## config.mk

```make
export PLATFORM = sky130hd
export DESIGN_NAME = br_resolve_flat
export DESIGN_NICKNAME = d
export VERILOG_FILES = /design/src/rtl/br_resolve_if.sv /design/src/rtl/br_resolve.sv /design/src/flat_wrapper.sv
export SDC_FILE = /design/constraint.sdc
export NUM_CORES = 1
export LEC_CHECK = 0
export CAP_MARGIN = 0
export CORE_MARGIN = 5
export CORE_UTILIZATION = 40
export CTS_CLUSTER_DIAMETER = 200
export DETAILED_ROUTE_END_ITERATION = 6
export PLACE_DENSITY_LB_ADDON = 0.2
export RECOVER_POWER = 100
export SETUP_SLACK_MARGIN = 0.02
export SKIP_LAST_GASP = 1
export SYNTH_ARGS = -nofsm -noshare
export SYNTH_HDL_FRONTEND = slang
export SYNTH_SLANG_ARGS = --single-unit
```

## constraint.sdc

```tcl
create_clock -name clk -period 4.1 [get_ports clk]
set_input_delay 0.82 -clock clk [delete_from_list [all_inputs] [get_ports clk]]
set_output_delay 0.82 -clock clk [all_outputs]
set_load 0.01 [all_outputs]
```

## src/rtl/br_resolve_if.sv

```systemverilog
// Issue and CDB handshake channels of the branch resolution unit.
// The master side issues branches and consumes CDB writebacks. The slave side is the resolver.
interface br_resolve_if #(
    parameter int TAG_W     = 4,
    parameter int ROB_PTR_W = 4
);
    logic                 in_req;
    logic [3:0]           in_opc;
    logic [31:0]          in_src1;
    logic [31:0]          in_src2;
    logic [31:0]          in_pc;
    logic [11:0]          in_offset;
    logic                 in_pred_taken;
    logic [31:0]          in_pred_pc;
    logic [TAG_W-1:0]     in_tag;
    logic [ROB_PTR_W-1:0] in_rob_id;
    logic                 in_rdy;

    logic                 cdb_req;
    logic [TAG_W-1:0]     cdb_tag;
    logic [31:0]          cdb_wdata;
    logic [ROB_PTR_W-1:0] cdb_rob_id;
    logic                 cdb_rdy;

    modport master (
        output in_req, in_opc, in_src1, in_src2, in_pc, in_offset,
               in_pred_taken, in_pred_pc, in_tag, in_rob_id,
        input  in_rdy,
        input  cdb_req, cdb_tag, cdb_wdata, cdb_rob_id,
        output cdb_rdy
    );

    modport slave (
        input  in_req, in_opc, in_src1, in_src2, in_pc, in_offset,
               in_pred_taken, in_pred_pc, in_tag, in_rob_id,
        output in_rdy,
        output cdb_req, cdb_tag, cdb_wdata, cdb_rob_id,
        input  cdb_rdy
    );
endinterface

```

## src/rtl/br_resolve.sv

```systemverilog
// Branch resolution unit. It resolves branches and jumps at issue, writes the link value on the CDB,
// and holds the in-flight outcomes in order until commit. A mispredicted outcome redirects the front end.
module br_resolve #(
    parameter  int TAG_W     = 4,
    parameter  int ROB_DEPTH = 16,
    parameter  int DEPTH     = 4,
    parameter  int CNT_W     = 16,
    localparam int ROB_PTR_W = $clog2(ROB_DEPTH)
) (
    input  logic                 clk,
    input  logic                 rst_n,
    br_resolve_if.slave          bus,
    input  logic                 commit_vld,
    input  logic [ROB_PTR_W-1:0] commit_rob_id,
    input  logic                 flush_in,
    output logic                 redirect,
    output logic [31:0]          redirect_pc,
    output logic [CNT_W-1:0]     mispred_cnt
);
    localparam int PTR_W = $clog2(DEPTH);

    typedef enum logic [3:0] {
        OP_BEQ  = 4'd0,
        OP_BNE  = 4'd1,
        OP_BLT  = 4'd4,
        OP_BGE  = 4'd5,
        OP_BLTU = 4'd6,
        OP_BGEU = 4'd7,
        OP_JAL  = 4'd8,
        OP_JALR = 4'd9
    } op_e;

    typedef struct packed {
        logic [ROB_PTR_W-1:0] rob_id;
        logic [31:0]          next_pc;
        logic                 mispred;
    } entry_t;

    entry_t       q_mem [DEPTH];
    logic [PTR_W:0] head;
    logic [PTR_W:0] tail;
    entry_t       head_entry;
    logic         empty;
    logic         full;
    logic         accept;
    logic         pop;
    logic         clear_all;

    logic         taken;
    logic [31:0]  target;
    logic [31:0]  br_target;
    logic [31:0]  jmp_sum;
    logic [31:0]  next_pc;
    logic         mispred;

    // Resolution happens entirely at issue; only the outcome is kept for commit.
    assign br_target = bus.in_pc + {{19{bus.in_offset[11]}}, bus.in_offset, 1'b0};
    assign jmp_sum   = bus.in_src1 + bus.in_src2;

    always_comb begin
        taken  = 1'b1;
        target = jmp_sum;
        case (bus.in_opc)
            OP_BEQ:  begin taken = (bus.in_src1 == bus.in_src2);                   target = br_target; end
            OP_BNE:  begin taken = (bus.in_src1 != bus.in_src2);                   target = br_target; end
            OP_BLT:  begin taken = ($signed(bus.in_src1) <  $signed(bus.in_src2)); target = br_target; end
            OP_BGE:  begin taken = ($signed(bus.in_src1) >= $signed(bus.in_src2)); target = br_target; end
            OP_BLTU: begin taken = (bus.in_src1 <  bus.in_src2);                   target = br_target; end
            OP_BGEU: begin taken = (bus.in_src1 >= bus.in_src2);                   target = br_target; end
            OP_JALR: target = {jmp_sum[31:1], 1'b0};
            default: ;
        endcase
    end

    assign next_pc = taken ? target : bus.in_pc + 32'd4;
    assign mispred = (taken != bus.in_pred_taken) | (taken & (target != bus.in_pred_pc));

    assign head_entry = q_mem[head[PTR_W-1:0]];
    assign empty      = (head == tail);
    assign full       = (head[PTR_W-1:0] == tail[PTR_W-1:0]) & (head[PTR_W] != tail[PTR_W]);

    assign pop         = ~empty & commit_vld & (commit_rob_id == head_entry.rob_id) & ~flush_in;
    assign redirect    = pop & head_entry.mispred;
    assign redirect_pc = empty ? 32'd0 : head_entry.next_pc;
    assign clear_all   = flush_in | redirect;

    assign bus.in_rdy = ~full & (~bus.cdb_req | bus.cdb_rdy) & ~flush_in & ~redirect;
    assign accept     = bus.in_req & bus.in_rdy;

    // NOTE: sequential state uses non-blocking assignments so that every flop samples pre-edge values.
    always_ff @(posedge clk or negedge rst_n) begin
        if (!rst_n) begin
            head <= '0;
            tail <= '0;
        end else if (clear_all) begin
            head <= '0;
            tail <= '0;
        end else begin
            if (accept) tail <= tail + 1'b1;
            if (pop)    head <= head + 1'b1;
        end
    end

    // NOTE: the entry storage has no reset. The pointers alone define which entries are live.
    always_ff @(posedge clk) begin
        if (accept) q_mem[tail[PTR_W-1:0]] <= '{rob_id: bus.in_rob_id, next_pc: next_pc, mispred: mispred};
    end

    always_ff @(posedge clk or negedge rst_n) begin
        if (!rst_n) begin
            bus.cdb_req    <= 1'b0;
            bus.cdb_tag    <= '0;
            bus.cdb_wdata  <= '0;
            bus.cdb_rob_id <= '0;
        end else if (clear_all) begin
            bus.cdb_req <= 1'b0;
        end else if (accept) begin
            bus.cdb_req    <= 1'b1;
            bus.cdb_tag    <= bus.in_tag;
            bus.cdb_wdata  <= bus.in_pc + 32'd4;
            bus.cdb_rob_id <= bus.in_rob_id;
        end else if (bus.cdb_req && bus.cdb_rdy) begin
            bus.cdb_req <= 1'b0;
        end
    end

    always_ff @(posedge clk or negedge rst_n) begin
        if (!rst_n) begin
            mispred_cnt <= '0;
        end else if (redirect && (mispred_cnt != {CNT_W{1'b1}})) begin
            mispred_cnt <= mispred_cnt + 1'b1;
        end
    end
endmodule
```

## src/flat_wrapper.sv

```systemverilog
// flat-port wrapper written by rule: the top's interface ports become plain ports
module br_resolve_flat 
#(
    parameter  int TAG_W     = 4,
    parameter  int ROB_DEPTH = 16,
    parameter  int DEPTH     = 4,
    parameter  int CNT_W     = 16,
    localparam int ROB_PTR_W = $clog2(ROB_DEPTH)
)
  (clk, rst_n, commit_vld, commit_rob_id, flush_in, redirect, redirect_pc, mispred_cnt, bus_in_req, bus_in_opc, bus_in_src1, bus_in_src2, bus_in_pc, bus_in_offset, bus_in_pred_taken, bus_in_pred_pc, bus_in_tag, bus_in_rob_id, bus_in_rdy, bus_cdb_req, bus_cdb_tag, bus_cdb_wdata, bus_cdb_rob_id, bus_cdb_rdy);
  br_resolve_if #(.TAG_W(TAG_W)) bus_i ();
  input  logic clk;
  input  logic rst_n;
  input  logic commit_vld;
  input  logic [ROB_PTR_W-1:0] commit_rob_id;
  input  logic flush_in;
  output logic redirect;
  output logic [31:0] redirect_pc;
  output logic [CNT_W-1:0] mispred_cnt;
  input wire logic [$bits(bus_i.in_req)-1:0] bus_in_req;
  input wire logic [$bits(bus_i.in_opc)-1:0] bus_in_opc;
  input wire logic [$bits(bus_i.in_src1)-1:0] bus_in_src1;
  input wire logic [$bits(bus_i.in_src2)-1:0] bus_in_src2;
  input wire logic [$bits(bus_i.in_pc)-1:0] bus_in_pc;
  input wire logic [$bits(bus_i.in_offset)-1:0] bus_in_offset;
  input wire logic [$bits(bus_i.in_pred_taken)-1:0] bus_in_pred_taken;
  input wire logic [$bits(bus_i.in_pred_pc)-1:0] bus_in_pred_pc;
  input wire logic [$bits(bus_i.in_tag)-1:0] bus_in_tag;
  input wire logic [$bits(bus_i.in_rob_id)-1:0] bus_in_rob_id;
  output wire logic [$bits(bus_i.in_rdy)-1:0] bus_in_rdy;
  output wire logic [$bits(bus_i.cdb_req)-1:0] bus_cdb_req;
  output wire logic [$bits(bus_i.cdb_tag)-1:0] bus_cdb_tag;
  output wire logic [$bits(bus_i.cdb_wdata)-1:0] bus_cdb_wdata;
  output wire logic [$bits(bus_i.cdb_rob_id)-1:0] bus_cdb_rob_id;
  input wire logic [$bits(bus_i.cdb_rdy)-1:0] bus_cdb_rdy;
  assign bus_i.in_req = bus_in_req;
  assign bus_i.in_opc = bus_in_opc;
  assign bus_i.in_src1 = bus_in_src1;
  assign bus_i.in_src2 = bus_in_src2;
  assign bus_i.in_pc = bus_in_pc;
  assign bus_i.in_offset = bus_in_offset;
  assign bus_i.in_pred_taken = bus_in_pred_taken;
  assign bus_i.in_pred_pc = bus_in_pred_pc;
  assign bus_i.in_tag = bus_in_tag;
  assign bus_i.in_rob_id = bus_in_rob_id;
  assign bus_in_rdy = bus_i.in_rdy;
  assign bus_cdb_req = bus_i.cdb_req;
  assign bus_cdb_tag = bus_i.cdb_tag;
  assign bus_cdb_wdata = bus_i.cdb_wdata;
  assign bus_cdb_rob_id = bus_i.cdb_rob_id;
  assign bus_i.cdb_rdy = bus_cdb_rdy;
  br_resolve #(.TAG_W(TAG_W), .ROB_DEPTH(ROB_DEPTH), .DEPTH(DEPTH), .CNT_W(CNT_W)) u_core (.clk(clk), .rst_n(rst_n), .bus(bus_i), .commit_vld(commit_vld), .commit_rob_id(commit_rob_id), .flush_in(flush_in), .redirect(redirect), .redirect_pc(redirect_pc), .mispred_cnt(mispred_cnt));
endmodule
```

==> flow_metrics.env, run 1 <==
export IMPL_cts_max_level=1
export IMPL_cts_buffers=19
export IMPL_drc_errors=0
export IMPL_p_per_area_nw_per_um2=299
export IMPL_syn_inst=1666
export IMPL_path_class="input port to flip-flop"
export IMPL_wl_mm=53.7
export IMPL_cts_max_path_buffers=3
export IMPL_peakVddDrop_mv=0.231
export IMPL_cp_required_ns=4.34
export IMPL_io_pins=254
export IMPL_worst_r2r_cell_count=9
export IMPL_synth_common_cells="nand2_1, edfxtp_1, a21oi_1, nor2_1, ha_1"
export IMPL_fin_crit_ns=4.00
export IMPL_start_util_pct=40.5
export IMPL_dp_hpwl_mm=43.7
export IMPL_swShare_pct=31.7
export IMPL_gp_congestion=0.881
export IMPL_post_drt_wl_per_cell_um=18.9
export IMPL_hold_viol=0
export IMPL_hold_slack_ns=0.469
export IMPL_leakage_nw=9.90
export IMPL_skew_ns=0.0217
export IMPL_tritoncts="built"
export IMPL_synth_most_common_cell="nand2_1"
export IMPL_die_w_um=211
export IMPL_seq_area_frac_synth_pct=37.3
export IMPL_clk_pin_slew_ns=0.07
export IMPL_fin_ws_ns=0.0992
export IMPL_p_clk_share_pct=24.0
export IMPL_synth_edf_count=148
export IMPL_status="complete, but fails checks"
export IMPL_synth_top_area_share_pct=27.6
export IMPL_synth_area_top_cells="edfxtp_1, dfrtp_1, ha_1, mux4_2, xnor2_1"
export IMPL_period_share_pct=97.6
export IMPL_port_buffers=253
export IMPL_synth_top_area_cell="edfxtp_1"
export IMPL_rows=73
export IMPL_core_area_um2=39800
export IMPL_grt_pass1_vias=15400
export IMPL_drive_gt1_share_pct=29.1
export IMPL_n_antenna_cell=0
export IMPL_dp_slack_ns=-0.782
export IMPL_clock_sinks=211
export IMPL_vias_per_cell=5.34
export IMPL_dieArea_um2=44400
export IMPL_grt_max_degree=42
export IMPL_postCtsHoldBufs=0
export IMPL_finalPower_mw=7.11
export IMPL_final_nets=2576
export IMPL_yosys_register_bits=211
export IMPL_avgSynthCellArea_um2=9.68
export IMPL_worst_pin_slew_ns=1.89
export IMPL_route_antenna_remaining_nets=0
export IMPL_syn_area_um2=16100
export IMPL_p_seq_share_pct=35.8
export IMPL_grt_total_usage_pct=23.1
export IMPL_finalMaxSlewViolations=32
export IMPL_root_buffer="clkbuf_16"
export IMPL_firstDrtPassIters=5
export IMPL_synth_distinct_cells=107
export IMPL_start_kind="input port"
export IMPL_gr_total_overflow=0
export IMPL_violations="capacitance limit, slew limit"
export IMPL_syn_num_nets=1931
export IMPL_maxCapViolations=1
export IMPL_clk_latency_ns=0.49
export IMPL_dpl_cell_area_um2=22200
export IMPL_dr_first_iter_drc_count=788
export IMPL_synth_warnings=0
export IMPL_hold_class="flip-flop to flip-flop"
export IMPL_max_slew_margin_pct=-26.0
export IMPL_async_reset_ff_share_pct=29.9
export IMPL_synth_flop_cell="edfxtp_1"
export IMPL_hold_depth=2
export IMPL_endpoint_kind="flip-flop"
export IMPL_area_growth_pct=47.5
export IMPL_worst_ep_arrival_time_ns=4.24
export IMPL_max_freq_mhz=250
export IMPL_vias=15200
export IMPL_grt_pass1_wl_mm=82.6
export IMPL_p_comb_share_pct=40.2
export IMPL_final_area_um2=23800
export IMPL_setup_viol=0
export IMPL_p_int_mw=4.85
export IMPL_cp_max_fo=5
export IMPL_antenna_found_initial=1
export IMPL_die_h_um=211
export IMPL_switching_power_mw=2.26
-- state kept, by name, indices dropped and copies added, names as in the netlist --
signal,cells
u_core.bus.cdb_tag,4
u_core.head,3
u_core.bus.cdb_req,1
u_core.bus.cdb_rob_id,4
u_core.bus.cdb_wdata,32
u_core.tail,3
u_core.q_mem,148
u_core.mispred_cnt,16
-- routing by layer --
layer	wire, µm	part of all wire [%]	vias up	track usage, %
met5	13	0.024	-	0
met4	1390	2.6	2	5.39
met3	2690	5.0	74	2.33
met2	26100	49	407	40.4
met1	23600	44	7276	31.0
li1	-	-	7467	-
-- power groups by stage --
stage | Combinational, mW | Sequential, mW | Clock [mW]
5_1_grt | 3.09 | 2.56 | 1.83
3_5_place_dp | 2.71 | 2.59 | 0
2_1_floorplan | 1.25 | 2.61 | 0
4_1_cts | 2.77 | 2.55 | 1.74
6_report | 2.86 | 2.55 | 1.71
3_3_place_gp | 2.67 | 2.59 | 0
-- placed cells by master, fill, tap and decap left out, types with 17 or more instances in the layout --
cell / instances
a21o_1: 23
a21oi_1: 104
and3_1: 23
buf_4: 425
clkbuf_16: 19
clkdlybuf4s50_1: 150
dfrtp_1: 62
dlygate4sd3_1: 92
edfxtp_1: 148
ha_1: 73
ha_4: 18
inv_1: 76
mux2i_1: 17
mux4_2: 37
nand2_1: 178
nand2b_1: 23
nand3_1: 41
nand4_1: 37
nor2_1: 96
nor2b_1: 51
nor3_1: 25
o211ai_1: 19
o21ai_0: 71
xnor2_1: 75
xor2_1: 51
-- final timing paths --
kind / slack [ns] / to / from
worst max-delay path: 0.1 / u_core.q_mem[0][0] / bus_in_pc[4]
worst min-delay path: 0.47 / u_core.bus.cdb_wdata[3] / u_core.bus.cdb_wdata[3]
worst max register to register: 0.22 / u_core.q_mem[3][8] / u_core.head[0]
worst min register to register: 0.47 / u_core.bus.cdb_wdata[3] / u_core.bus.cdb_wdata[3]
max in group asynchronous: 1.44 / u_core.mispred_cnt[0] / rst_n
min in group asynchronous: 0.85 / u_core.bus.cdb_req / rst_n
-- kinds of logic after synthesis --
kind of cell	share of synthesized area, %
and+or+nand+nor	18.8
AOI/OAI and AO/OA	17.0
DFF	37.3
buffers and inverters	4.52
xor gates and xnor gates	7.93
adders and majority gates	8.01
muxes	6.36
-- through the flow --
step	setup TNS [ns]	utilization [%]	instances
floorplan	0	-	1666
finish	0	59.7	2849
global placement	-51.06	55.8	2796
CTS	0	58.0	2838
detailed placement	-56.62	55.8	2796
global route	-0.197	59.7	2849
-- what timing repair did --
item,in CTS,in global routing
setup endpoints to repair,40,112
endpoints found under the hold margin,0,0
resized for setup,55,132
pin swaps,17,55
setup buffers,8,11
-- critical path, stage by stage --
cell             delay (ns)
clkdlybuf4s50_1        0.45
ha_1                   0.46
buf_4                  0.20
a311oi_2               0.12
buf_4                  0.17
buf_4                  0.12
nand2b_4               0.13
a211oi_2               0.28
mux2i_1                0.31
a311oi_2               0.16
a311oi_1               0.27
nand4_1                0.14
nor4_2                 0.26
o2111a_1               0.27
a21oi_4                0.06
-- final cells by class --
type                    count  area (µm²)
well taps                 525         657
flip-flops and latches    211        6020
multi-input cells        1295       10200
clock buffers              22         497
fillers                  3546       16100
repair buffers            704        5970
inverters                  80         300
clock inverters            12         101
Note: power is estimated with default switching activity, not from simulation.
==> run 2: changes to the inputs <==
--- a/config.mk
+++ b/config.mk
@@ -8,6 +8,7 @@
 export CAP_MARGIN = 0
 export CORE_MARGIN = 5
 export CORE_UTILIZATION = 40
+export CTS_BUF_LIST = sky130_fd_sc_hd__clkbuf_4
 export CTS_CLUSTER_DIAMETER = 200
 export DETAILED_ROUTE_END_ITERATION = 6
 export PLACE_DENSITY_LB_ADDON = 0.2
==> flow_metrics.env, run 2 (same netlist as run 1, synthesis figures left out) <==
export IMPL_status="complete, but fails checks"
export IMPL_violations="capacitance limit, slew limit"
export IMPL_grt_pass1_wl_mm=82.5
export IMPL_final_cells=2888
export IMPL_die_h_um=211
export IMPL_vias_per_cell=5.27
export IMPL_port_buffers=253
export IMPL_grt_max_degree=42
export IMPL_cp_cell_sequence="dlygate4sd3_1, inv_1, ha_1, nand4_1, or4_4, nand2b_1, clkbuf_4, xnor2_1, or4_1, nor2b_1, buf_4, buf_4, nor2_1, a31oi_1, buf_4"
export IMPL_max_slew_margin_pct=-25.7
export IMPL_dieArea_um2=44400
export IMPL_place_inst=2796
export IMPL_worst_ep_arrival_time_ns=4.38
export IMPL_cts_buffers=45
export IMPL_dp_slack_ns=-0.782
export IMPL_area_growth_pct=42.8
export IMPL_cts_max_path_buffers=3
export IMPL_path_class="input port to flip-flop"
export IMPL_mostFrequentLayoutCells="buf_4, nand2_1, clkdlybuf4s50_1"
export IMPL_final_nets=2591
export IMPL_postCtsHoldBufs=0
export IMPL_cp_required_ns=4.46
export IMPL_grt_pass1_vias=15500
export IMPL_clk_pin_slew_ns=0.07
export IMPL_core_area_um2=39800
export IMPL_endpoint_kind="flip-flop"
export IMPL_largest_register_ff_count=148
export IMPL_cp_max_fo=15
export IMPL_root_buffer="clkbuf_4"
export IMPL_hold_class="flip-flop to flip-flop"
export IMPL_vias=15200
export IMPL_critPathSlowestCell="or4_4"
export IMPL_hold_viol=0
export IMPL_clock_sinks=211
export IMPL_setup_viol=0
export IMPL_gp_congestion=0.881
export IMPL_peakVddDrop_mv=0.155
export IMPL_dpl_cell_area_um2=22200
export IMPL_fin_crit_ns=4.02
export IMPL_wl_mm=52.9
export IMPL_tritoncts="built"
export IMPL_final_common_cell="buf_4"
export IMPL_dp_hpwl_mm=43.7
export IMPL_cp_common_cell="buf_4"
export IMPL_route_antenna_remaining_nets=0
export IMPL_leakage_nw=9.72
export IMPL_skew_ns=0.0364
export IMPL_antenna_found_initial=2
export IMPL_clk_latency_ns=0.63
export IMPL_finalMaxSlewViolations=32
export IMPL_final_area_um2=23000
export IMPL_period_share_pct=98.0
export IMPL_max_freq_mhz=249
export IMPL_start_util_pct=40.5
export IMPL_start_kind="input port"
export IMPL_worst_pin_slew_ns=1.89
export IMPL_post_drt_wl_per_cell_um=18.3
export IMPL_gr_total_overflow=0
export IMPL_critPathMaxStageDelay_ns=0.61
export IMPL_io_pins=254
export IMPL_drive_gt1_share_pct=25.9
export IMPL_fin_ws_ns=0.0829
export IMPL_p_per_area_nw_per_um2=291
export IMPL_grt_total_usage_pct=23.1
export IMPL_cts_max_level=2
export IMPL_utilization_pct=57.8
export IMPL_die_w_um=211
export IMPL_maxCapViolations=1
export IMPL_firstDrtPassIters=5
export IMPL_hold_slack_ns=0.470
export IMPL_rows=73
export IMPL_drc_errors=0
export IMPL_dr_first_iter_drc_count=902
run 2: cell count changes in the layout (fill, tap and decap cells not counted), moves of 6 or more:
cell / change
a21oi_1: +7
a21oi_2: -6
buf_4: -16
clkbuf_1: +6
clkbuf_16: -19
clkbuf_4: +60
clkdlybuf4s50_1: +12
clkinv_1: +16
dlygate4sd3_1: -8
ha_1: +16
ha_4: -13
o21ai_0: +8
o21ai_1: -6
run 2: worst max-delay path: cells and delay by family:
| kind | cells | cell delay, ns |
|---|---|---|
| AOI/OAI and AO/OA | 1 | 0.08 |
| xor gates and xnor gates | 1 | 0.10 |
| adders and majority gates | 1 | 0.33 |
| buffers and inverters | 6 | 1.33 |
| and+or+nand+nor | 6 | 1.71 |
run 2: cell type report:
type / instances / area [µm²]
flip-flops and latches: 211 / 6020
clock buffers: 56 / 420
repair buffers: 693 / 5840
multi-input cells: 1295 / 9660
fillers: 3636 / 16800
inverters: 80 / 300
clock inverters: 27 / 113
well taps: 525 / 657
diodes: 1 / 2.50
run 2: report_power, final:
part | total (mW) | internal (mW) | switching, mW
Combinational | 2.72 | 1.34 | 1.38
Clock | 1.44 | 0.660 | 0.781
Sequential | 2.54 | 2.49 | 0.0510
Total | 6.71 | 4.49 | 2.21
run 2: per-layer routing:
layer	vias up	global-route usage [%]	routed length (µm)	part of all wire (%)
li1	7541	-	-	-
met1	7220	30.9	23500	44
met2	386	40.0	25600	48
met3	63	2.45	2570	4.9
met4	2	6.53	1150	2.2
met5	-	0	13	0.025
run 2: repair_timing:
| action | CTS | global route |
|---|---|---|
| pin swaps | 2 | 16 |
| setup endpoints to repair | 5 | 70 |
| setup buffers | 1 | 7 |
| gates resized for setup | 8 | 60 |
run 2: path summary, 6_finish.rpt:
path | start | endpoint | slack, ns | depth (start not counted)
setup / recovery | bus_in_src2[29] | u_core.q_mem[0][2] | 0.08 | 15
hold / removal | u_core.bus.cdb_wdata[3] | u_core.bus.cdb_wdata[3] | 0.47 | 2
setup reg to reg | u_core.head[0] | u_core.q_mem[3][8] | 0.26 | 9
hold reg to reg | u_core.bus.cdb_wdata[3] | u_core.bus.cdb_wdata[3] | 0.47 | 2
max in group asynchronous | rst_n | u_core.mispred_cnt[0] | 1.57 | 2
min in group asynchronous | rst_n | u_core.bus.cdb_wdata[1] | 0.71 | 1
run 2: per-stage QoR:
stage	power (mW)	TNS (ns)
2_1_floorplan	3.87	0
3_3_place_gp	5.26	-51.06
3_5_place_dp	5.30	-56.62
4_1_cts	6.77	0
5_1_grt	7.12	-0.0727
6_report	6.71	0
